<file path="config.mk">
export PLATFORM = sky130hd
export DESIGN_NAME = crc32_word_update
export DESIGN_NICKNAME = d
export VERILOG_FILES = /design/src/rtl/crc32_pkg.sv /design/src/rtl/crc32_word_update.sv
export SDC_FILE = /design/constraint.sdc
export NUM_CORES = 1
export LEC_CHECK = 0
export CAP_MARGIN = 20
export CORE_AREA = 8 8 110 112
export DETAILED_ROUTE_END_ITERATION = 8
export DIE_AREA = 0 0 118 120
export PLACE_DENSITY = 0.85
export SYNTH_ARGS = -nofsm -noshare
export SYNTH_HDL_FRONTEND = slang
export SYNTH_SLANG_ARGS = --single-unit
</file>
<file path="constraint.sdc">
create_clock -name vclk -period 17.4
set_input_delay 3.48 -clock vclk [all_inputs]
set_output_delay 3.48 -clock vclk [all_outputs]
set_load 0.02 [all_outputs]
</file>
<file path="src/rtl/crc32_pkg.sv">
// Shared CRC-32 (reflected 0x04C11DB7) constants, checker state encoding and beat helpers.
package crc32_pkg;

    localparam logic [31:0] POLY_REFL = 32'hEDB88320;
    localparam logic [31:0] CRC_INIT  = 32'hFFFFFFFF;
    localparam logic [31:0] RESIDUE   = 32'hDEBB20E3;
    localparam int unsigned MIN_LEN   = 5;

    typedef enum logic [1:0] {
        IDLE,
        FRAME,
        STATUS
    } state_t;

    // Valid bytes carried by a beat: all four unless this is the EOP beat.
    function automatic logic [2:0] byte_count(input logic eop, input logic [1:0] empty);
        return eop ? (3'd4 - {1'b0, empty}) : 3'd4;
    endfunction

endpackage

</file>
<file path="src/rtl/crc32_word_update.sv">
// Combinational CRC-32 update over up to four bytes, byte0 first, each byte LSB-first.
module crc32_word_update
    import crc32_pkg::*;
(
    input  logic [31:0] crc_in,
    input  logic [31:0] data,
    input  logic [2:0]  nbytes,
    output logic [31:0] crc_out
);

    logic [31:0] c;

    always_comb begin
        c = crc_in;
        for (int b = 0; b < 4; b++) begin
            if (3'(b) < nbytes) begin
                c = c ^ {24'h0, data[8*b +: 8]};
                for (int k = 0; k < 8; k++) begin
                    c = c[0] ? ((c >> 1) ^ POLY_REFL) : (c >> 1);
                end
            end
        end
        crc_out = c;
    end

endmodule

</file>
### Yosys cells after proc, flatten, opt, wreduce, memory -nomap -nowiden

Cells that the tools add are included.
Widths: inputs -> output; s select.

* bitwise logic cells: 36
* mux-type cells: 36
* magnitude comparators: 4

Operators with widths (count)
* $mux 32: 36
* $not 13->14: 32
* $xor 32x8->32: 4
* $lt 1x3->1 const A: 2
* $lt 2x3->1 const A: 2

* output and inout bits: 32
* bits in registers: 0
* word-level logic and storage cells: 76

### Longest topological paths before layout

Gate-level depths: netlist of run 1.

* word-level depth: 72
* depth in mapped cells: 19
* gate-level depth less buffers: 14

### Least setup slack after synthesis of run 1

OpenSTA, ideal clock, no wires.

* kind: input-to-output
* start: input port nbytes[2]
* end: output port crc_out[20]
* stages on the path: 19
* setup slack: 5.726 ns
* data arrival time: 8.194 ns
* cells stage by stage: buf_2 > or3_1 > buf_2 > buf_2 > nor3b_1 > nor2_1 > nand2_4 > xnor3_1 > a211o_1 > and2_1 > buf_6 > xor3_1 > o211a_1 > or2_0 > buf_2 > buf_4 > nand4_1 > o211ai_1 > a2111oi_1

* longest elaborated chain between the ends: 43
* elaborated cells on any way between the ends: 57

Ends and longest elaborated chain
* from (decl): line crc32_word_update.sv:7 `input logic [2:0] nbytes,`
* $lt 1x3->1: line crc32_word_update.sv:16 `if (3'(b) < nbytes) begin`
* $mux 32: line crc32_word_update.sv:16
* $xor 32x8->32: line crc32_word_update.sv:17 `c = c ^ {24'h0, data[8*b +: 8]};`
* $mux 32 (2 in series): line crc32_word_update.sv:19 `c = c[0] ? ((c >> 1) ^ POLY_REFL) : (c >> 1);`
* $not 13->14 (no line)
* $mux 32: line crc32_word_update.sv:19
* $not 13->14 (no line)
* $mux 32 (3 in series): line crc32_word_update.sv:19
* [... 23 more ...]
* $mux 32: line crc32_word_update.sv:19
* $not 13->14 (no line)
* $mux 32 (2 in series): line crc32_word_update.sv:19
* $not 13->14 (no line)
* $mux 32: line crc32_word_update.sv:19
* $not 13->14 (no line)
* $mux 32: line crc32_word_update.sv:19
* $mux 32 (*): line crc32_word_update.sv:16
* to (decl): line crc32_word_update.sv:8 `output logic [31:0] crc_out`

Mark *: on every way between the ends. The rest lies on a longest branch, timed or not.

### Worst setup path in the final report of run 1

* start: input port nbytes[0]
* end: output port crc_out[18]

* longest elaborated chain between the ends: 44
* elaborated cells on any way between the ends: 57

Ends and longest elaborated chain (line)
* $lt 1x3->1: crc32_word_update.sv:16
* $mux 32: crc32_word_update.sv:16
* $xor 32x8->32: crc32_word_update.sv:17
* $not 13->14 (no line)
* $mux 32: crc32_word_update.sv:19
* $not 13->14 (no line)
* $mux 32 (3 in series): crc32_word_update.sv:19
* $not 13->14 (no line)
* [... 24 more ...]
* $mux 32 (2 in series): crc32_word_update.sv:19
* $not 13->14 (no line)
* $mux 32: crc32_word_update.sv:19
* $not 13->14 (no line)
* $mux 32: crc32_word_update.sv:19
* $not 13->14 (no line)
* $mux 32 (2 in series): crc32_word_update.sv:19
* $mux 32 (*): crc32_word_update.sv:16

Marks and branches as above.

==> results_dict.tcl, run 1 <==
set metrics [dict create \
    outcome "completed" \
    cts_hold_buf 0 \
    final_layout_size_suffix_gt1_share_pct 9.014 \
    sequential_cell_count 0 \
    setup_viol 0 \
    gp_routability_congestion 1.009 \
    postSynthCellCount 637 \
    post_synth_main_area_contributors "sky130_fd_sc_hd__xnor3_1 20%, sky130_fd_sc_hd__xnor2_1 17%, sky130_fd_sc_hd__mux2i_1 9.3%, sky130_fd_sc_hd__xor2_1 7.3%, sky130_fd_sc_hd__xnor2_4 4.2%" \
    cts_post_setup_buffers_inserted 0 \
    period_share_pct 78.69 \
    avgViaCountPerCell 6.075 \
    synth.distinct_cells 71 \
    critical_path.startpoint_type "input pin" \
    antenna_cells_inserted 0 \
    antenna_found_initial 0 \
    beginning_of_the_critical_path "nbytes[0]" \
    cap_violations 0 \
    grt_first_pass_wirelength_mm 29.22 \
    grt_usage_pct 25.41 \
    final_core_utilization_pct 66.48 \
    worstSetupEndpointType "output port" \
    ys.warnings.count 0 \
    timing.setup.tns_ns 0 \
    timing.fmax_mhz 73.04 \
    fin_hold_ws_ns 8.079 \
    die_h_um 120 \
    seq_area_sq_um 0 \
    pin_count_of_the_biggest_net_entering_global_routing 47 \
    cell_taking_the_most_area_after_synthesis "sky130_fd_sc_hd__xnor3_1" \
    initial_core_util_pct 56.25 \
    hold_class "in2out" \
    crit_path_max_fanout 31 \
    synth_top_area_share_pct 19.81 \
    place_hpwl_mm 15.50 \
    report.final.slew_viol_count 0 \
    drtAntennaViolNets 0 \
    number_of_global_route_vias_before_repair 5111 \
    worst_ep_required_time_ns 13.92 \
    layout.cells.most_common "sky130_fd_sc_hd__xnor2_1" \
    nClkBuffers 0 \
    timing.final.crit_period_ns 13.69 \
    dieArea_sq_um 14160 \
    maxSlewHeadroom_pct 24.15 \
    synth.cell_area_sq_um 5911 \
    vias 5164 \
    remaining_drc_errors 0 \
    path_class "in2out" \
    routed_wirelength_mm 18.67 \
    synthesis_to_layout_area_growth_pct 18.18 \
    fp.coreArea_sq_um 10510 \
    most-common-layout-cells "117 x sky130_fd_sc_hd__xnor2_1, 98 x sky130_fd_sc_hd__clkdlybuf4s50_1, 55 x sky130_fd_sc_hd__mux2i_1, 53 x sky130_fd_sc_hd__nor2_1, 52 x sky130_fd_sc_hd__xnor3_1" \
    route.detailed.wl_per_inst_um 21.96 \
    sequential_element_share_of_the_synthesized_area_pct 0 \
    port_buffers 99 \
    drtPass1Iterations 5 \
    grt_setup_unrepaired "no" \
    cts-resized-gates 0 \
    postSynthAreaPerCell_sq_um 9.279 \
    dieWidth_um 118 \
    finalHoldViolCount 0 \
    pin_count 99 \
    drt_iter0_drc 452 \
    grt-ovfl-total 0 \
    design.final.nets 779 \
    postSynthNetCount 704 \
    critical_path_arrival_ns 10.21 \
    max_slew.worst_pin.slew_ns 1.130 \
    rows 38 \
    holdCritStartpoint "nbytes[2]" \
]
-- cells by family (layout without fill, tap and decap cells) --
kind of cell | Yosys count | count (layout) | synth area share (%)
mux | 65 | 65 | 11.90
compound gates | 116 | 116 | 13.12
buf+inv | 38 | 111 | 2.879
simple gates | 164 | 164 | 13.91
xor+xnor | 254 | 254 | 58.19
-- routing by layer --
metal | track usage [%] | wire length, um | vias to the layer above
met5 | 0 | 0 | -
met4 | 2.722 | 240 | 0
met3 | 3.335 | 1607 | 24
met2 | 43.16 | 8809 | 269
met1 | 34.79 | 8013 | 2483
li1 | - | - | 2388
-- Yosys cell counts (2+ instances only) --
master                     number
sky130_fd_sc_hd__xnor2_1      117
sky130_fd_sc_hd__mux2i_1       55
sky130_fd_sc_hd__nor2_1        53
sky130_fd_sc_hd__xnor3_1       52
sky130_fd_sc_hd__xor2_1        49
sky130_fd_sc_hd__a21oi_1       40
sky130_fd_sc_hd__nand2_1       39
sky130_fd_sc_hd__o21ai_0       25
sky130_fd_sc_hd__clkbuf_1      21
sky130_fd_sc_hd__nor3_1        11
sky130_fd_sc_hd__and2_1        10
sky130_fd_sc_hd__o211ai_1      10
sky130_fd_sc_hd__xor3_1        10
sky130_fd_sc_hd__nand3_1        9
sky130_fd_sc_hd__xnor2_2        9
sky130_fd_sc_hd__xnor2_4        9
sky130_fd_sc_hd__a211o_1        6
sky130_fd_sc_hd__a21o_1         6
sky130_fd_sc_hd__buf_2          6
sky130_fd_sc_hd__nand4_1        6
sky130_fd_sc_hd__a211oi_1       5
sky130_fd_sc_hd__mux2_2         5
sky130_fd_sc_hd__nor2b_1        5
sky130_fd_sc_hd__inv_1          4
sky130_fd_sc_hd__or2_2          4
sky130_fd_sc_hd__xor2_4         4
sky130_fd_sc_hd__and3_1         3
sky130_fd_sc_hd__buf_1          3
sky130_fd_sc_hd__mux2i_4        3
sky130_fd_sc_hd__nor3b_1        3
sky130_fd_sc_hd__or3_1          3
sky130_fd_sc_hd__xor2_2         3
sky130_fd_sc_hd__a21boi_0       2
sky130_fd_sc_hd__a21oi_4        2
sky130_fd_sc_hd__a31oi_1        2
sky130_fd_sc_hd__buf_6          2
sky130_fd_sc_hd__nand2_2        2
sky130_fd_sc_hd__nand2_4        2
sky130_fd_sc_hd__nor4b_1        2
sky130_fd_sc_hd__o2111a_1       2
sky130_fd_sc_hd__o41ai_1        2
sky130_fd_sc_hd__or4_1          2
-- stage by stage --
step / cells / instance area (sq um) / worst slack [ns]
finish: 850 / 6985 / 3.708
global route: 850 / 6985 / 3.269
CTS: 849 / 6978 / 3.657
detailed placement: 849 / 6978 / 3.669
global placement: 849 / 6978 / 3.802
floorplan: 637 / 5911 / 5.726
-- area by class of cell --
class,count,area [sq um]
inverters,4,15.01
multi-input cells,599,5749
well taps,140,175.2
repair buffers,107,1046
fillers,910,3522
-- final timing paths --
kind | cells past startpoint | slack (ns) | end
hold / removal | 4 | 8.08 | crc_out[4]
setup / recovery | 17 | 3.71 | crc_out[18]
-- critical path, stage by stage --
cell	delay, ns
sky130_fd_sc_hd__clkdlybuf4s50_1	0.79
sky130_fd_sc_hd__or3_1	0.54
sky130_fd_sc_hd__buf_4	0.28
sky130_fd_sc_hd__a211o_1	0.33
sky130_fd_sc_hd__a221oi_1	0.36
sky130_fd_sc_hd__or2_1	0.28
sky130_fd_sc_hd__xor2_1	0.13
sky130_fd_sc_hd__xnor2_1	0.37
sky130_fd_sc_hd__mux2i_1	0.45
sky130_fd_sc_hd__nor3_1	0.12
sky130_fd_sc_hd__o41ai_1	0.49
sky130_fd_sc_hd__nand3_1	0.57
sky130_fd_sc_hd__xnor2_1	0.32
sky130_fd_sc_hd__xnor2_2	0.41
sky130_fd_sc_hd__xnor3_1	0.49
sky130_fd_sc_hd__mux2i_1	0.14
sky130_fd_sc_hd__clkdlybuf4s50_1	0.62
Power of run 1 is not shown: default switching activity piles up to over one toggle a cycle in this logic, so the estimate is an artifact.
==> inputs of run 2 (changes only) <==
--- a/config.mk
+++ b/config.mk
@@ -6,10 +6,10 @@
 export NUM_CORES = 1
 export LEC_CHECK = 0
 export CAP_MARGIN = 20
-export CORE_AREA = 8 8 110 112
+export CORE_AREA = 8 8 116 118
 export DETAILED_ROUTE_END_ITERATION = 8
-export DIE_AREA = 0 0 118 120
-export PLACE_DENSITY = 0.85
+export DIE_AREA = 0 0 124 126
+export PLACE_DENSITY = 0.8
 export SYNTH_ARGS = -nofsm -noshare
 export SYNTH_HDL_FRONTEND = slang
 export SYNTH_SLANG_ARGS = --single-unit
==> constraint.sdc (replaced) <==
create_clock -name vclk -period 11.4
set_input_delay 2.28 -clock vclk [all_inputs]
set_output_delay 2.28 -clock vclk [all_outputs]
set_load 0.02 [all_outputs]
==> run 2 against run 1 <==
Cell area rose by 1.1%. Setup slack got worse by 3.4 ns. First-iteration DRC count rose by 11%. Critical path depth down 1. Critical path type unchanged.
==> results_dict.tcl, run 2 (synthesis gave the netlist of run 1 again) <==
set metrics [dict create \
    seq_area_sq_um 0 \
    die_h_um 126 \
    pin_count 99 \
    cell_chain_critical_path "clkdlybuf4s50_1, xnor2_4, xnor3_1, o21ai_1, xor2_1, xnor3_1, mux2i_1, a21o_1, nor3_1, o41ai_1, nand3_1, xnor2_1, xnor2_2, xnor3_1, mux2i_1, clkdlybuf4s50_1" \
    timing.final.crit_period_ns 11.05 \
    place_hpwl_mm 15.83 \
    antenna_cells_inserted 0 \
    critical-path-top-delay-family "XOR/XNOR gates" \
    crit_path_max_fanout 6 \
    number_of_global_route_vias_before_repair 5292 \
    fp.coreArea_sq_um 11710 \
    nClkBuffers 0 \
    timing.setup.tns_ns 0 \
    drt_iter0_drc 502 \
    design.final.nets 788 \
    grt-ovfl-total 0 \
    n_fill_cell 1018 \
    routed_wirelength_mm 18.81 \
    final_layout_size_suffix_gt1_share_pct 10.15 \
    max_slew.worst_pin.slew_ns 0.9306 \
    pin_count_of_the_biggest_net_entering_global_routing 44 \
    period_share_pct 96.92 \
    area_of_the_multi_input_gates_sq_um 5749 \
    most-common-layout-cells "117 x sky130_fd_sc_hd__xnor2_1, 98 x sky130_fd_sc_hd__clkdlybuf4s50_1, 55 x sky130_fd_sc_hd__mux2i_1, 53 x sky130_fd_sc_hd__nor2_1, 52 x sky130_fd_sc_hd__xnor3_1" \
    gp_routability_congestion 0.9720 \
    drtPass1Iterations 5 \
    cts_hold_buf 0 \
    crit_buf_inv 2 \
    outcome "completed" \
    critical_path_arrival_ns 8.77 \
    maxSlewHeadroom_pct 37.51 \
    report.final.slew_viol_count 0 \
    cpPeakStageDelay_ns 0.66 \
    grt_setup_unrepaired "no" \
    synthesis_to_layout_area_growth_pct 19.47 \
    worstSetupEndpointType "output port" \
    vias 5137 \
    critical_path.startpoint_type "input pin" \
    grt_usage_pct 23.63 \
    grt_first_pass_wirelength_mm 29.32 \
    port_buffers 99 \
    dieArea_sq_um 15620 \
    setup_viol 0 \
    initial_core_util_pct 50.47 \
    remaining_drc_errors 0 \
    path_class "in2out" \
    cap_violations 0 \
    cts_post_setup_buffers_inserted 0 \
    layout.cells.most_common "sky130_fd_sc_hd__xnor2_1" \
    cts-resized-gates 0 \
    avgViaCountPerCell 5.932 \
    route.detailed.wl_per_inst_um 21.73 \
    rows 40 \
    finalHoldViolCount 0 \
    antenna_found_initial 0 \
    critPathMostFrequentCell "sky130_fd_sc_hd__xnor3_1" \
    cp_slowest_cell "sky130_fd_sc_hd__clkdlybuf4s50_1" \
    worst_ep_required_time_ns 9.12 \
    hold_class "in2out" \
    dieWidth_um 124 \
    drtAntennaViolNets 0 \
    sequential_cell_count 0 \
    timing.fmax_mhz 90.51 \
]
-- run 2: area by class of cell --
cell class | count | share of cell area (%)
multi-input cells | 599 | 81.41
inverters | 4 | 0.2126
repair buffers | 116 | 15.77
well taps | 147 | 2.605
-- run 2: path summary, 6_finish.rpt --
path	from	to	slack [ns]	depth (start not counted)
setup / recovery	crc_in[5]	crc_out[18]	0.35	16
hold / removal	nbytes[2]	crc_out[24]	5.73	4
-- run 2: per-stage QoR --
stage	setup slack (ns)	cells	instance area [sq um]	hold slack, ns	utilization, %
global route	0.1510	866	7062	5.760	60.30
global placement	0.5596	866	7062	5.716	60.30
finish	0.3509	866	7062	5.728	60.30
detailed placement	0.3187	866	7062	5.722	60.30
floorplan	2.126	637	5911	4.943	-
CTS	0.2934	866	7062	5.726	60.30
-- run 2: metal layers --
layer  up-vias  global-route usage (%)  part of all wire (%)
met5         -                       0                     0
met4         0                   5.812                   2.6
met3        38                   3.217                   6.6
met2       211                   39.95                    49
met1      2479                   30.76                    42
li1       2409                       -                     -
Power of run 2 is left out for the same reason.
